`src/rtl/multi_digit_display_controller_if.sv`:
```
// Display controller bus: value/control inputs from the status registers
// and the registered segment/anode outputs toward the board pins.
interface multi_digit_display_controller_if #(
  parameter int unsigned NUM_DIGITS = 8,
  parameter int unsigned PWM_BITS   = 4
);
  logic [4*NUM_DIGITS-1:0] val_in;
  logic [NUM_DIGITS-1:0]   dp_in;
  logic [NUM_DIGITS-1:0]   blank_in;
  logic                    update_in;
  logic [PWM_BITS-1:0]     brightness_in;
  logic [6:0]              cat_out;
  logic                    dp_out;
  logic [NUM_DIGITS-1:0]   an_out;
  logic                    frame_out;

  modport master (
    output val_in, dp_in, blank_in, update_in, brightness_in,
    input  cat_out, dp_out, an_out, frame_out
  );

  modport slave (
    input  val_in, dp_in, blank_in, update_in, brightness_in,
    output cat_out, dp_out, an_out, frame_out
  );
endinterface

```
`src/rtl/multi_digit_display_controller.sv`:
```
// Time-multiplexed common-anode seven-segment controller with PWM brightness
// and frame-synchronised double-buffered updates.
// Optional macro LEADING_ZERO_BLANK_EN: auto-blank leading zero digits.
module multi_digit_display_controller #(
  parameter int unsigned NUM_DIGITS = 8,
  parameter int unsigned COUNT_TO   = 100_000,
  parameter int unsigned PWM_BITS   = 4
) (
  input logic clk_in,
  input logic rst_n_in,
  multi_digit_display_controller_if.slave bus
);
  localparam int unsigned IDX_W = $clog2(NUM_DIGITS);
  localparam int unsigned DW_W  = $clog2(COUNT_TO);

  logic [DW_W-1:0]         r_dwell;
  logic [IDX_W-1:0]        r_idx;
  logic [PWM_BITS-1:0]     r_pwm;

  logic [4*NUM_DIGITS-1:0] r_pend_val;
  logic [NUM_DIGITS-1:0]   r_pend_dp;
  logic [NUM_DIGITS-1:0]   r_pend_blank;
  logic [4*NUM_DIGITS-1:0] r_disp_val;
  logic [NUM_DIGITS-1:0]   r_disp_dp;
  logic [NUM_DIGITS-1:0]   r_disp_blank;

  logic [NUM_DIGITS-1:0]   r_an;
  logic [6:0]              r_cat;
  logic                    r_dp;
  logic                    r_frame;

  logic                    w_dwell_last;
  logic                    w_frame;
  logic [NUM_DIGITS-1:0]   w_lz_blank;
  logic [3:0]              w_nib;
  logic                    w_on;
  logic                    w_dark;
  logic [NUM_DIGITS-1:0]   w_an_nxt;
  logic [6:0]              w_cat_nxt;
  logic                    w_dp_nxt;

  function automatic logic [6:0] f_font(input logic [3:0] nib);
    logic [6:0] seg;
    case (nib)
      4'h0: seg = 7'h3F;
      4'h1: seg = 7'h06;
      4'h2: seg = 7'h5B;
      4'h3: seg = 7'h4F;
      4'h4: seg = 7'h66;
      4'h5: seg = 7'h6D;
      4'h6: seg = 7'h7D;
      4'h7: seg = 7'h07;
      4'h8: seg = 7'h7F;
      4'h9: seg = 7'h6F;
      4'hA: seg = 7'h77;
      4'hB: seg = 7'h7C;
      4'hC: seg = 7'h39;
      4'hD: seg = 7'h5E;
      4'hE: seg = 7'h79;
      default: seg = 7'h71;
    endcase
    return seg;
  endfunction

  assign w_dwell_last = (r_dwell == DW_W'(COUNT_TO - 1));
  assign w_frame      = w_dwell_last && (r_idx == IDX_W'(NUM_DIGITS - 1));

  // Scan timing: dwell counter, digit index and per-digit PWM phase
  always_ff @(posedge clk_in or negedge rst_n_in) begin
    if (!rst_n_in) begin
      r_dwell <= '0;
      r_idx   <= '0;
      r_pwm   <= '0;
    end else if (w_dwell_last) begin
      r_dwell <= '0;
      r_pwm   <= '0;
      r_idx   <= (r_idx == IDX_W'(NUM_DIGITS - 1)) ? '0 : r_idx + IDX_W'(1);
    end else begin
      r_dwell <= r_dwell + DW_W'(1);
      r_pwm   <= r_pwm + PWM_BITS'(1);
    end
  end

  // Double buffer: pending captures on strobe, display swaps only at frame start;
  // a strobe landing on the boundary bypasses pending so it shows this frame
  always_ff @(posedge clk_in or negedge rst_n_in) begin
    if (!rst_n_in) begin
      r_pend_val   <= '0;
      r_pend_dp    <= '0;
      r_pend_blank <= '0;
      r_disp_val   <= '0;
      r_disp_dp    <= '0;
      r_disp_blank <= '0;
    end else begin
      if (bus.update_in) begin
        r_pend_val   <= bus.val_in;
        r_pend_dp    <= bus.dp_in;
        r_pend_blank <= bus.blank_in;
      end
      if (w_frame) begin
        r_disp_val   <= bus.update_in ? bus.val_in   : r_pend_val;
        r_disp_dp    <= bus.update_in ? bus.dp_in    : r_pend_dp;
        r_disp_blank <= bus.update_in ? bus.blank_in : r_pend_blank;
      end
    end
  end

`ifdef LEADING_ZERO_BLANK_EN
  // A digit is a leading zero when it and everything above it is zero; digit 0 and dp digits stay lit
  always_comb begin
    w_lz_blank = '0;
    for (int unsigned i = 1; i < NUM_DIGITS; i++) begin
      w_lz_blank[i] = ~r_disp_dp[i] & ~|(r_disp_val >> (4 * i));
    end
  end
`else
  // Leading zeros render normally
  always_comb begin
    w_lz_blank = '0;
  end
`endif

  // Next output pattern from current index, PWM phase and display buffer
  always_comb begin
    w_nib     = r_disp_val[{r_idx, 2'b00} +: 4];
    w_on      = (&bus.brightness_in) || (r_pwm < bus.brightness_in);
    w_dark    = r_disp_blank[r_idx] | w_lz_blank[r_idx];
    w_an_nxt  = '1;
    w_cat_nxt = '1;
    w_dp_nxt  = 1'b1;
    if (w_on && !w_dark) begin
      w_an_nxt  = ~(NUM_DIGITS'(1) << r_idx);
      w_cat_nxt = ~f_font(w_nib);
      w_dp_nxt  = ~r_disp_dp[r_idx];
    end
  end

  // Registered pin drivers and frame-start pulse
  always_ff @(posedge clk_in or negedge rst_n_in) begin
    if (!rst_n_in) begin
      r_an    <= '1;
      r_cat   <= '1;
      r_dp    <= 1'b1;
      r_frame <= 1'b0;
    end else begin
      r_an    <= w_an_nxt;
      r_cat   <= w_cat_nxt;
      r_dp    <= w_dp_nxt;
      r_frame <= w_frame;
    end
  end

  assign bus.an_out    = r_an;
  assign bus.cat_out   = r_cat;
  assign bus.dp_out    = r_dp;
  assign bus.frame_out = r_frame;

endmodule

```
`src/flat_wrapper.sv`:
```
// flat-port wrapper written by rule: the top's interface ports become plain ports
module multi_digit_display_controller_flat 
#(
  parameter int unsigned NUM_DIGITS = 8,
  parameter int unsigned COUNT_TO   = 100_000,
  parameter int unsigned PWM_BITS   = 4
)
  (clk_in, rst_n_in, bus_val_in, bus_dp_in, bus_blank_in, bus_update_in, bus_brightness_in, bus_cat_out, bus_dp_out, bus_an_out, bus_frame_out);
  multi_digit_display_controller_if #(.NUM_DIGITS(NUM_DIGITS), .PWM_BITS(PWM_BITS)) bus_i ();
  input logic clk_in;
  input logic rst_n_in;
  input wire logic [$bits(bus_i.val_in)-1:0] bus_val_in;
  input wire logic [$bits(bus_i.dp_in)-1:0] bus_dp_in;
  input wire logic [$bits(bus_i.blank_in)-1:0] bus_blank_in;
  input wire logic [$bits(bus_i.update_in)-1:0] bus_update_in;
  input wire logic [$bits(bus_i.brightness_in)-1:0] bus_brightness_in;
  output wire logic [$bits(bus_i.cat_out)-1:0] bus_cat_out;
  output wire logic [$bits(bus_i.dp_out)-1:0] bus_dp_out;
  output wire logic [$bits(bus_i.an_out)-1:0] bus_an_out;
  output wire logic [$bits(bus_i.frame_out)-1:0] bus_frame_out;
  assign bus_i.val_in = bus_val_in;
  assign bus_i.dp_in = bus_dp_in;
  assign bus_i.blank_in = bus_blank_in;
  assign bus_i.update_in = bus_update_in;
  assign bus_i.brightness_in = bus_brightness_in;
  assign bus_cat_out = bus_i.cat_out;
  assign bus_dp_out = bus_i.dp_out;
  assign bus_an_out = bus_i.an_out;
  assign bus_frame_out = bus_i.frame_out;
  multi_digit_display_controller #(.NUM_DIGITS(NUM_DIGITS), .COUNT_TO(COUNT_TO), .PWM_BITS(PWM_BITS)) u_core (.clk_in(clk_in), .rst_n_in(rst_n_in), .bus(bus_i));
endmodule
```
`config.mk`:
```
export PLATFORM = sky130hd
export DESIGN_NAME = multi_digit_display_controller_flat
export DESIGN_NICKNAME = d
export VERILOG_FILES = /design/src/rtl/multi_digit_display_controller_if.sv /design/src/rtl/multi_digit_display_controller.sv /design/src/flat_wrapper.sv
export SDC_FILE = /design/constraint.sdc
export NUM_CORES = 1
export LEC_CHECK = 0
export BUFFER_PORTS_ARGS = -buffer_cell sky130_fd_sc_hd__buf_4
export CAP_MARGIN = 0
export CORE_UTILIZATION = 52
export CTS_BUF_LIST = sky130_fd_sc_hd__clkbuf_16
export CTS_CLUSTER_DIAMETER = 30
export DETAILED_ROUTE_END_ITERATION = 16
export PLACE_DENSITY = 0.73
export SYNTH_ARGS = -nofsm -noshare
export SYNTH_HDL_FRONTEND = slang
export SYNTH_SLANG_ARGS = --single-unit
```
`constraint.sdc`:
```
create_clock -name clk_in -period 2.14 [get_ports clk_in]
set_input_delay 0.321 -clock clk_in [delete_from_list [all_inputs] [get_ports clk_in]]
set_output_delay 0.321 -clock clk_in [all_outputs]
set_load 0.03 [all_outputs]
```
# --- Word-level counts from Yosys, hierarchy flattened ---
# Memories as Yosys holds them, arrays and structs flattened.
# Cells that the tools add are included.
# Widths: inputs -> output; s select.
word_totals:
  output_inout_bits: 17
  input_bits: 55
  elab_cells: 48
  mem_bits_ro: 120
  ff_bits: 137
  n_memories: 2
op_classes:
  eq_ne: 2
  bitwise_logic: 4
  add_sub_neg: 3
  magnitude_cmp: 2
  reduce_logical: 5
  shifts: 2
  n_mux: 15
memory_table:
  columns: ["memory", "depth", "word_bits", "read_ports", "rd_ports_with_merged_regs", "write_ports", "line_no", "text"]
  rows:
  - ["(name not given)", 16, 7, 1, 0, 0, "multi_digit_display_controller.sv:44", "case (nib)"]
  - ["(name not given)", 8, 1, 1, 0, 0, "multi_digit_display_controller.sv:127", "w_dark = r_disp_blank[r_idx] | w_lz_blank[r_idx];"]
ops:
  columns: ["op", "count"]
  rows:
  - ["$mux 32", 1]
  - ["$shiftx 32x6->4", 1]
  - ["$mux 8", 3]
  - ["$add 17x1->17 const B", 1]
  - ["$eq 17x17->1 const B", 1]
  - ["$mux 17", 1]
  - ["$mux 7", 2]
  - ["$not 8->8", 1]
  - ["$shl 1x3->8 const A", 1]
  - ["$not 7->7", 1]
  - ["$bmux 1 s3", 2]
  - ["$add 4x1->4 const B", 1]
  - ["$lt 3x4->1 const B", 1]
  - ["$lt 4x4->1", 1]
  - ["$mux 1", 4]
  - ["$mux 4", 1]
  - ["$reduce_and 4->1", 1]
  - ["$add 3x1->3 const B", 1]
  - ["$eq 3x3->1 const B", 1]
  - ["$mux 3", 1]
  - ["$logic_and 1x1->1", 2]
  - ["$logic_not 1->1", 1]
  - ["$logic_or 1x1->1", 1]
  - ["$not 1->1", 1]
  - ["$or 1x1->1", 1]

# --- Depth between registers and ports, before layout ---
depth:
  word_depth: 8
  mapped_depth: 11
  depth_no_buf: 9

# --- Worst setup path after synthesis ---
# No wires, ideal clock.
synth_timing:
  path_kind: "flip-flop to flip-flop"
  from: "register u_core.r_idx[0]"
  to: "register u_core.r_cat[4] (netlist: u_core.bus.cat_out[4])"
  t_required_ns: 2.047
  path_stages_with_launch: 10
  arrival_time_ns: 2.263
  path_slack_ns: -0.216
  path_buffers: 2
  cell_sequence: "dfrtp_1 > buf_6 > buf_6 > mux4_2 > mux2i_1 > inv_1 > ha_1 > mux2_2 > nand2_1 > o311ai_1"
synth_between:
  elab_chain_cells: 6
  elab_cells_between_ends: 12
  cone_classes: "shift: 1; mux: 5; bitwise: 2; reduce/logical: 2; memory: 2"
synth_lines:
  columns: ["item", "line_no", "text"]
  rows:
  - ["start, declared", "multi_digit_display_controller.sv:17", "logic [IDX_W-1:0] r_idx;"]
  - ["start signal, assigned", "multi_digit_display_controller.sv:77", "r_idx <= (r_idx == IDX_W'(NUM_DIGITS - 1)) ? '0 : r_idx + IDX_W'(1);"]
  - ["parallel branches: the longest is 5 deep, another holds $mem_v2 16x7", null, null]
  - ["$mux 7 *", "multi_digit_display_controller.sv:131", "if (w_on && !w_dark) begin"]
  - ["net u_core.w_cat_nxt[4]", "multi_digit_display_controller.sv:39", "logic [6:0] w_cat_nxt;"]
  - ["end signal, assigned", "multi_digit_display_controller.sv:147", "r_cat <= w_cat_nxt;"]
  - ["end, declared", "multi_digit_display_controller.sv:28", "logic [6:0] r_cat;"]
# Mark *: on every way through the listed nets, which the timed path passes. The select of a mux whose other input is x is not followed.
# A chain may end at the register's enable or synchronous reset.

# --- Final worst setup path ---
# Same ends and word-level chain as after synthesis.

==> impl_metrics.csv <==
group,metric,value,unit
run_status,status,"finished clean",
timing,fmax,479.3,MHz
job,maxCapViolCount,0,
cells_and_area,layout.nets,579,
yosys,ys_ff_latch,137,
routing,wl_per_cell,17.40,um
setup_path,crit_arrival,2410,ps
placed_design,place.detailed.hpwl,7637,um
yosys,synthFlopType,"dfrtp_1",
setup_path,critical-path-top-delay-family,"multiplexers",
yosys,avgSynthCellArea,14.37,um2
timing,min_period,2086,ps
die,die_h,108.8,um
routing,routed_wl,11470,um
setup_path,r2r_cells,8,
cells_and_area,antenna_cells,0,
yosys,yosysSeqAreaShare,58.09,%
routing,drt-initial-drc-count,139,
hold_path,min_path_type,"input port to flip-flop",
setup_path,required,2460,ps
timing,skew,13.63,ps
cells_and_area,layout-drive-gt1-share,49.71,%
timing,post-route-period-util,97.50,%
routing,drc,0,
clock_network,cts_buffers,17,
timing,rsz0062_at_grt,"true",
setup_path,cp_cell_sequence,"buf_12, mux4_2, mux2i_4, inv_2, ha_4, mux2_2, nand2_1, o311ai_1",
clock_network,clock-sinks,137,
yosys,syn_inst,413,
clock_network,cts_max_level,4,
die,io_pins,72,
setup_path,reg2reg_to,"u_core.bus.cat_out[4]",
clock_network,max-clock-path-buffers,2,
grt,grt_pass1_wl,18630,um
yosys,syn_nets,485,
cells_and_area,layout-area-overhead-vs-synth,26.18,%
setup_path,cp.depth,8,
die,initial_core_util,54.04,%
setup_path,reg2reg_setup_slack,50,ps
routing,routed_via_density,5.355,
setup_path,cp_max_fo,5,
yosys,synth_area,5936,um2
die,core_area,10980,um2
yosys,synth_cell_types,42,
setup_path,worstSetupStartpointType,"flip-flop",
clock_network,cts_tree,"built",
yosys,synth_edf_count,0,
placed_design,port_buffers,71,
setup_path,crit_type,"flip-flop to flip-flop",
setup_path,crit_buf_inv,2,
timing,finalHoldViolCount,0,
grt,grt_pass1_vias,3769,
timing,final-setup-viol-count,0,
yosys,ys.warnings.count,0,
clock_network,clk_latency,420,ps
die,die_x,108.8,um
grt,grt_overflow,0,
setup_path,end_kind,"flip-flop",
die,die_area,11850,um2
timing,slew_violations,0,
setup_path,critPathMaxStageDelay,540,ps
setup_path,r2r_start,"u_core.r_idx[0]",
routing,drtPass1Iterations,4,
setup_path,cp_slowest_cell,"mux4_2",
yosys,async_flop_share,100.0,%
timing,worstMarginPinSlew,581.5,ps
clock_network,cts-root-buf,"clkbuf_16",
routing,ant_nets,0,
timing,maxSlewHeadroom,61.23,%
die,rows,38,
power_and_ir_drop,p_total,6.449,mW
clock_network,clk_pin_slew,60,ps
grt,grt_max_degree,65,
routing,vias,3529,
placed_design,place_congestion,0.8753,
power_and_ir_drop,leakage,3.469,nW
power_and_ir_drop,ir_drop,0.7092,mV
power_and_ir_drop,powerDensity,861.0,nW/um2
setup_path,cp-endpoint,"u_core.bus.cat_out[4]",
grt,grtUsageTotal,21.15,%
setup_path,timing.critical_path.from,"u_core.r_idx[0]",
cells_and_area,post-route-util,68.19,%
grt,antenna_found_initial,0,
==> state kept, by name (all words and copies together), names as in the netlist <==
signal and count:
u_core.r_disp_val 32, u_core.r_pend_val 32, u_core.r_dwell 17, u_core.bus.an_out 8, u_core.r_disp_blank 8, u_core.r_disp_dp 8
u_core.r_pend_blank 8, u_core.r_pend_dp 8, u_core.bus.cat_out 7, u_core.r_pwm 4, u_core.r_idx 3, u_core.bus.dp_out 1
u_core.bus.frame_out 1
==> metal layers <==
layer	GRT usage [%]	wire length [um]
met5	0	0
met4	6.081	146
met3	5.918	424
met2	34.90	5703
met1	27.38	5193
==> logic make-up (layout without fill, tap and decap cells) <==
family	count (synthesis)	count (layout)	share of synthesized area (%)
AOI/OAI and AO/OA	23	23	2.614
xor gates and xnor gates	17	17	2.509
adders and majority gates	17	17	3.583
buffers and inverters	29	135	2.614
DFF	137	137	58.09
muxes	116	116	24.35
and+or+nand+nor	74	74	6.240
==> stage by stage <==
step	cells	worst slack, ps	hold slack (ps)	instance area (um2)	TNS [ps]
global placement	622	120.3	337.0	6756	0
global route	659	-21.12	153.0	7490	-69.67
finish	659	53.54	156.8	7490	0
CTS	656	4.761	144.7	7412	0
detailed placement	622	11.63	341.7	6756	0
floorplan	413	2.741	25.41	5967	0
==> report_power, final <==
group,switching [mW],leakage [nW],internal (mW)
Clock,1.07,0.299,2.05
Sequential,0.0564,1.68,2.76
Combinational,0.245,1.49,0.270
Total,1.37,3.47,5.07
==> cell usage in the layout (no fill, tap or decap), drive strengths merged, types with 2 or more instances in the layout <==
cell      count
a211oi        2
a21oi         4
and3          3
and4          4
buf          91
bufinv        5
clkbuf       18
clkinv        5
clkinvlp      4
dfrtp       121
dfstp        16
ha           17
inv          11
mux2        100
mux2i         6
mux4         10
nand2        19
nand2b        2
nand3        14
nand4         2
nor2         19
nor2b         3
nor3          3
o21ai         6
o221ai        3
xnor2         9
xor2          8
==> what timing repair did <==
action,CTS,global route
cloned,0,1
setup endpoints to repair,1,6
pin swaps,0,1
hold endpoints to repair,51,0
gates resized for setup,0,13
hold buffers,1,0
buffers inserted,2,2
==> cell usage after synthesis, types with 7 or more instances <==
master     n  share of area, %
dfrtp_1  121                51
buf_2      7              0.59
nand2_1   18               1.1
mux4_2    10               3.8
xor2_1     8               1.2
dfstp_2   16               7.1
nand3_1   14               1.2
ha_1      17               3.6
mux2_2    91                17
xnor2_1    9               1.3
mux2_4     9               2.3
nor2_1    19               1.2
inv_1      9              0.57
==> final cells by class <==
class	instances	area, um2
fillers	774	3493
flip-flops and latches	137	3451
multi-input cells	247	2391
repair buffers	93	797.0
clock buffers	17	425.4
clock inverters	14	205.2
well taps	140	175.2
inverters	11	45.04
==> worst min-delay path by stage <==
stage | depth (start not counted) | start | to | slack [ps]
floorplan | 0 | rst_n_in | u_core.bus.frame_out | 30
global placement | 1 | rst_n_in | u_core.r_dwell[2] | 340
detailed placement | 1 | rst_n_in | u_core.r_dwell[4] | 340
CTS | 2 | bus_val_in[14] | u_core.r_pend_val[14] | 140
global route | 2 | bus_blank_in[0] | u_core.r_pend_blank[0] | 150
finish | 2 | bus_val_in[20] | u_core.r_pend_val[20] | 160
(Power assumes the default switching activity.)
